<file path="src/rtl/branch_predictor_btb.sv">
// Dynamic branch predictor with a direct-mapped branch target buffer.
// Fetch looks up PCF combinationally. Each prediction rides the D and E pipeline
// registers. It is checked against the resolved branch in Execute, and the
// resolved branch trains the table.
module branch_predictor_btb #(
  parameter int unsigned INDEX_BITS = 4,
  parameter int unsigned CNT_WIDTH  = 16
) (
  input  logic                 clk,
  input  logic                 reset,
  input  logic [31:0]          PCF,
  output logic                 PredTakenF,
  output logic [31:0]          PredTargetF,
  input  logic                 StallD,
  input  logic                 FlushD,
  input  logic                 FlushE,
  input  logic                 BranchE,
  input  logic                 BranchTakenE,
  input  logic [31:0]          BranchTargetE,
  output logic                 MispredictE,
  output logic [31:0]          RecoverPCE,
  output logic [CNT_WIDTH-1:0] BranchCount,
  output logic [CNT_WIDTH-1:0] MispredCount
);

  localparam int unsigned Entries = 2 ** INDEX_BITS;
  localparam int unsigned TagW    = 32 - INDEX_BITS - 2;

  // Table storage
  logic             valid_q  [Entries];
  logic [TagW-1:0]  tag_q    [Entries];
  logic [31:0]      target_q [Entries];
  logic [1:0]       ctr_q    [Entries];

  // Pipeline copies of the prediction
  logic        dec_valid_q, dec_pred_taken_q;
  logic [31:0] dec_pred_target_q, dec_pc_q;
  logic        ex_valid_q, ex_pred_taken_q;
  logic [31:0] ex_pred_target_q, ex_pc_q;

  logic [INDEX_BITS-1:0] idx_f, idx_e;
  logic [TagW-1:0]       tag_f, tag_e;
  logic                  hit_f, hit_e;

  assign idx_f = PCF[INDEX_BITS+1:2];
  assign tag_f = PCF[31:INDEX_BITS+2];
  assign idx_e = ex_pc_q[INDEX_BITS+1:2];
  assign tag_e = ex_pc_q[31:INDEX_BITS+2];

  // Fetch lookup and Execute check, both purely combinational
  always_comb begin
    hit_f       = valid_q[idx_f] && (tag_q[idx_f] == tag_f);
    hit_e       = valid_q[idx_e] && (tag_q[idx_e] == tag_e);
    PredTakenF  = hit_f && ctr_q[idx_f][1];
    PredTargetF = PredTakenF ? target_q[idx_f] : PCF + 32'd4;
    MispredictE = 1'b0;
    if (ex_valid_q) begin
      if (BranchE) begin
        MispredictE = (ex_pred_taken_q != BranchTakenE) ||
                      (ex_pred_taken_q && BranchTakenE && (ex_pred_target_q != BranchTargetE));
      end else begin
        // A non-branch that hit a taken entry is an alias and must be undone
        MispredictE = ex_pred_taken_q;
      end
    end
    // Reset forces zero; otherwise the formula applies even when not mispredicting
    if (reset) begin
      RecoverPCE = '0;
    end else if (BranchE && BranchTakenE) begin
      RecoverPCE = BranchTargetE;
    end else begin
      RecoverPCE = ex_pc_q + 32'd4;
    end
  end

  // F->D prediction register: flush beats stall
  always_ff @(posedge clk or posedge reset) begin
    if (reset) begin
      dec_valid_q       <= 1'b0;
      dec_pred_taken_q  <= 1'b0;
      dec_pred_target_q <= '0;
      dec_pc_q          <= '0;
    end else if (FlushD) begin
      dec_valid_q       <= 1'b0;
      dec_pred_taken_q  <= 1'b0;
      dec_pred_target_q <= '0;
      dec_pc_q          <= '0;
    end else if (!StallD) begin
      dec_valid_q       <= 1'b1;
      dec_pred_taken_q  <= PredTakenF;
      dec_pred_target_q <= PredTargetF;
      dec_pc_q          <= PCF;
    end
  end

  // D->E prediction register
  always_ff @(posedge clk or posedge reset) begin
    if (reset) begin
      ex_valid_q       <= 1'b0;
      ex_pred_taken_q  <= 1'b0;
      ex_pred_target_q <= '0;
      ex_pc_q          <= '0;
    end else if (FlushE) begin
      ex_valid_q       <= 1'b0;
      ex_pred_taken_q  <= 1'b0;
      ex_pred_target_q <= '0;
      ex_pc_q          <= '0;
    end else begin
      ex_valid_q       <= dec_valid_q;
      ex_pred_taken_q  <= dec_pred_taken_q;
      ex_pred_target_q <= dec_pred_target_q;
      ex_pc_q          <= dec_pc_q;
    end
  end

  // Table training from the instruction resolving in Execute
  always_ff @(posedge clk or posedge reset) begin
    if (reset) begin
      for (int i = 0; i < int'(Entries); i++) begin
        valid_q[i]  <= 1'b0;
        tag_q[i]    <= '0;
        target_q[i] <= '0;
        ctr_q[i]    <= 2'b01;
      end
    end else if (ex_valid_q) begin
      if (BranchE) begin
        if (hit_e) begin
          if (BranchTakenE) begin
            if (ctr_q[idx_e] != 2'b11) ctr_q[idx_e] <= ctr_q[idx_e] + 2'd1;
            target_q[idx_e] <= BranchTargetE;
          end else if (ctr_q[idx_e] != 2'b00) begin
            ctr_q[idx_e] <= ctr_q[idx_e] - 2'd1;
          end
        end else if (BranchTakenE) begin
          valid_q[idx_e]  <= 1'b1;
          tag_q[idx_e]    <= tag_e;
          target_q[idx_e] <= BranchTargetE;
          ctr_q[idx_e]    <= 2'b10;
        end
      end else if (ex_pred_taken_q && hit_e) begin
        valid_q[idx_e] <= 1'b0;
      end
    end
  end

  // Saturating statistics counters
  always_ff @(posedge clk or posedge reset) begin
    if (reset) begin
      BranchCount  <= '0;
      MispredCount <= '0;
    end else begin
      if (ex_valid_q && BranchE && (BranchCount != '1)) BranchCount <= BranchCount + 1'b1;
      if (MispredictE && (MispredCount != '1)) MispredCount <= MispredCount + 1'b1;
    end
  end

endmodule
</file>
<file path="config.mk">
export PLATFORM = sky130hd
export DESIGN_NAME = branch_predictor_btb
export DESIGN_NICKNAME = d
export VERILOG_FILES = /design/src/rtl/branch_predictor_btb.sv
export SDC_FILE = /design/constraint.sdc
export NUM_CORES = 2
export LEC_CHECK = 0
export BUFFER_PORTS_ARGS = -buffer_cell sky130_fd_sc_hd__buf_2
export CORE_MARGIN = 3
export CORE_UTILIZATION = 63
export CTS_BUF_LIST = sky130_fd_sc_hd__clkbuf_8 sky130_fd_sc_hd__clkbuf_16
export CTS_CLUSTER_SIZE = 30
export DETAILED_ROUTE_END_ITERATION = 16
export PLACE_DENSITY = 0.88
export SYNTH_ARGS = -nofsm -noshare
export SYNTH_HDL_FRONTEND = slang
export SYNTH_SLANG_ARGS = --single-unit
</file>
<file path="constraint.sdc">
create_clock -name clk -period 45.6 [get_ports clk]
set_clock_uncertainty 0.1 [all_clocks]
set_input_delay 2.28 -clock clk [delete_from_list [all_inputs] [get_ports clk]]
set_output_delay 2.28 -clock clk [all_outputs]
set_load 0.02 [all_outputs]
</file>
-- Yosys cells after proc, flatten, opt, wreduce, memory -nomap -nowiden
Cells that the tools add are included.
- bitwise logic cells: 9
- reduce and logical (&&, ||, !) cells: 20
- muxes and demuxes: 59
- order comparisons: 3
- eq/ne operators: 11
- $add $sub $neg: 6
- operators with widths (cell ; count):
    $mux 32 ; 17
    $bwmux 512 ; 1
    $bwmux 416 ; 1
    $bmux 26 s4 ; 2
    $mux 26 ; 5
    $bmux 32 s4 ; 1
    $demux 32 s4 ; 1
    $demux 26 s4 ; 1
    $add 32x3->32 const B ; 2
    $bwmux 32 ; 2
    $mux 16 ; 4
    $eq 26x26->1 ; 2
    $add 16x1->16 const B ; 2
    $and 16x16->16 ; 2
    $ne 16x16->1 const B ; 2
    $ne 32x32->1 ; 1
    $not 16->16 ; 2
    $or 16x16->16 ; 2
    $bmux 2 s4 ; 2
    $mux 1 ; 13
    $logic_and 1x1->1 ; 11
    $ge 5x5->1 const B ; 2
    $mux 2 ; 5
    $not 4->5 ; 2
    16 further kinds ; 23
- input bits: 71
- register bits after elaboration: 1140

-- Logic depth before layout (Yosys ltp)
- depth after elaboration: 10
- mapped depth: 16

-- Worst setup path after synthesis
No wires, ideal clock.
- path type: input port to output port
- from: in PCF[2]
- to: out PredTargetF[2]
- required time: 43.220 ns
- cell stages on the path: 13
- arrival: 5.624 ns
- path slack: 37.596 ns
- cell sequence: buf_2 buf_4 buf_6 buf_4 buf_2 mux4_2 a22oi_1 a21oi_1 nor4_1 nand4_1 nor4_4 buf_4 mux2i_1
- word-level cells in the longest chain between the ends: 8
- elaborated cells between the ends (all ways): 18
- RTL lines (what ; RTL line ; RTL):
    start: declaration ; 11 ; input logic [31:0] PCF,
    $not 4->5 (implied by the code) ; 52, 54, 55 ;
    $bmux 26 s4 ; 52 ; hit_f = valid_q[idx_f] && (tag_q[idx_f] == tag_f);
    $mux 26 (implied by the code) (2 in series) ; 52 ;
    $eq 26x26->1 ; 52 ;
    $logic_and 1x1->1 ; 52 ;
    $logic_and 1x1->1 ; 54 ; PredTakenF = hit_f && ctr_q[idx_f][1];
    $mux 32 * ; 55 ; PredTargetF = PredTakenF ? target_q[idx_f] : PCF + 32'd4;
    end: declaration ; 13 ; output logic [31:0] PredTargetF,
Mark *: on every way between the ends. The rest lies on a longest branch, timed or not. The select of a mux whose other input is x is not followed.

-- Worst setup path after layout
- from: in PCF[2]
- to: out PredTargetF[15]
Same word-level chain as after synthesis.

==> results.json <==
{
  "outcome": "finished clean",
  "synth-seq-cells": 1140,
  "num-nets-final": 4064,
  "cts_resized": 0,
  "cts_root_buf": "clkbuf_16",
  "wire_per_inst_um": 31.5,
  "yosysTopAreaCellShare_pct": 49.3,
  "cts_sinks": 1140,
  "syn_inst": 3997,
  "fp.dieW_um": 307,
  "finalPower_mw": 2.26,
  "fin_crit_sh_pct": 21.6,
  "dieArea_mm2": 0.0942,
  "critPathArrivalTime_ns": 7.49,
  "fp.dieH_um": 307,
  "synthArstFlopShare_pct": 100,
  "hold_viol": 0,
  "period_needed_ns": 9.87,
  "area_growth_pct": 9.45,
  "synth_warnings": 0,
  "firstDrtPassIters": 6,
  "max_freq_ghz": 0.101,
  "drtIter0Drc": 4776,
  "clk_pin_slew_ns": 0.06,
  "layout-drive-gt1-share_pct": 44.3,
  "syn_area_per_cell_um2": 14.3,
  "relSlewSlack_pct": 5.06,
  "core_mm2": 0.0891,
  "synth_ff_type": "dfrtp_1",
  "drc": 0,
  "synthesis.area_mm2": 0.0570,
  "timing.hold.ws_ns": 0.391,
  "io_buffers": 168,
  "track_usage_pct": 35.4,
  "htree_levels": 3,
  "overflow": 0,
  "place.gp.congestion": 0.891,
  "maxSlewViolCount": 0,
  "nFillCells": 5487,
  "worst_pin_slew_ns": 1.41,
  "vias": 37698,
  "synth.yosys.seq_area_share_pct": 50.1,
  "synth_area_leader_cell": "dfrtp_1",
  "layoutNonFillerInstCount": 5255,
  "regArea_mm2": 0.0286,
  "yosysMostFrequentCell": "dfrtp_1",
  "start_kind": "input port",
  "worstPathRequired_ns": 43.22,
  "cts_buffers": 115,
  "dp_cells": 5031,
  "setup_viol": 0,
  "placed_cell_area_mm2": 0.0583,
  "detail_route.vias_per_cell": 7.17,
  "synthTopCellsByArea": "dfrtp_1 49%, mux2_2 19%, mux4_2 14%",
  "ys_types": 66,
  "antenna_found_initial": 17,
  "netlist_top_cells_count": "1,124 x dfrtp_1, 949 x mux2_2, 353 x mux4_2",
  "maxCapViolCount": 0,
  "routed_wl_mm": 165,
  "cts_setup_buffers": 0,
  "fin_tns_setup_ns": 0,
  "clockBufferDepth": 3,
  "initial_core_util_pct": 64.0,
  "cts_hold_buf": 0,
  "vdd_ir_drop_max_mv": 0.0396,
  "grt_max_degree": 202,
  "grt_pass1_wl_mm": 249,
  "power_density_mw_per_mm2": 36.3,
  "dpl.hpwl_mm": 99.2,
  "design_area_mm2": 0.0624,
  "pin_count": 169,
  "synth_nets": 4078,
  "rows": 109,
  "critical_path_class": "input port to primary output",
  "insertion_delay_ns": 0.72,
  "rsz0062_at_grt": "false",
  "synth_edf_count": 0,
  "worst-path-max-fanout": 68,
  "leakage_nw": 29.5,
  "grt_pass1_vias": 38882,
  "tritoncts": "built",
  "end_kind": "primary output",
  "final_antenna_net_count": 0,
  "hp-class": "register to register",
  "multiInputGateArea_mm2": 0.0267
}
[metrics by stage]
step / utilization (%) / setup slack (ns)
3_3_place_gp: 65.5 / 35.93
4_1_cts: 70.0 / 35.80
6_report: 70.1 / 35.73
2_1_floorplan: - / 10.91
3_5_place_dp: 65.5 / 35.82
5_1_grt: 70.1 / 35.50
[flip-flops by register name (all words and copies together), names as in the netlist, named ones only]
name,flops
ex_valid_q,1
tag_q,416
dec_pred_target_q,32
dec_pc_q,32
target_q,512
BranchCount,16
ex_pred_target_q,32
dec_pred_taken_q,1
dec_valid_q,1
MispredCount,16
ctr_q,32
ex_pc_q,32
ex_pred_taken_q,1
[layout by cell type (no fill, tap or decap), types with 24 or more instances in the layout]
cell type	count
dfrtp_1	1121
mux2_2	949
mux4_2	353
buf_2	163
mux2i_1	161
nor2_1	125
clkbuf_16	117
nand2_1	115
xor2_1	81
buf_4	78
nor2b_1	69
xnor2_1	66
a22oi_1	63
inv_1	50
and3_1	45
nand3_1	40
a21oi_1	34
a211oi_1	30
o21ai_0	29
clkbuf_8	29
nand4_1	25
clkinv_2	25
a22o_1	24
[report_power, final]
part	leakage, nW	internal, mW	switching [mW]
clock	2.07	0.582	0.414
combinational	11.8	0.0762	0.121
sequential	15.6	1.04	0.0272
[cell families after synthesis]
logic type,synth area share (%)
multiplexers,35.9
flip-flops,50.1
AND/OR/NAND/NOR,4.92
buffers and inverters,3.27
AO/OA/AOI/OAI,3.33
XOR/XNOR,2.29
adder cells (fa/ha/maj),0.219
[worst max-delay path, stage by stage]
cell and delay, ns:
buf_8 0.56, buf_4 0.88, mux4_2 0.61, a22oi_1 0.28
a21oi_1 0.12, or4_1 0.51, or4b_1 0.60, nor4_4 0.29
buf_4 0.56, mux2_2 0.44, buf_2 0.17
[routing by layer]
metal / track usage, % / share of wire, % / vias up
met2: 52.3 / 45 / 2540
met5: 0 / 0.046 / -
li1: - / - / 14844
met4: 20.5 / 6.6 / 10
met3: 12.1 / 13 / 672
met1: 46.2 / 36 / 19632
[final cells by class]
cell class / count / share of cell area [%]
inverter: 35 / 0.223
clock buffer: 146 / 5.33
timing repair buffer: 246 / 2.39
antenna: 14 / 0.0561
multi-input combinational: 2445 / 42.8
tap: 1165 / 2.34
sequential: 1140 / 45.8
clock inverter: 64 / 1.15
[path summary, 6_finish.rpt]
check / start / end / slack [ns] / cells after the start
setup / recovery: PCF[2] / PredTargetF[15] / 35.73 / 11
hold reg to reg: MispredCount[12]$_DFFE_PP0P_ / MispredCount[12]$_DFFE_PP0P_ / 0.39 / 1
setup reg to reg: ex_pc_q[3]$_DFF_PP0_ / tag_q[25]$_DFFE_PP0P_ / 38.63 / 11
max in group asynchronous: reset / target_q[240]$_DFFE_PP0P_ / 40.89 / 5
min in group asynchronous: reset / target_q[254]$_DFFE_PP0P_ / 1.99 / 3
hold / removal: MispredCount[12]$_DFFE_PP0P_ / MispredCount[12]$_DFFE_PP0P_ / 0.39 / 1
Note: power is estimated with default switching activity, not from simulation.
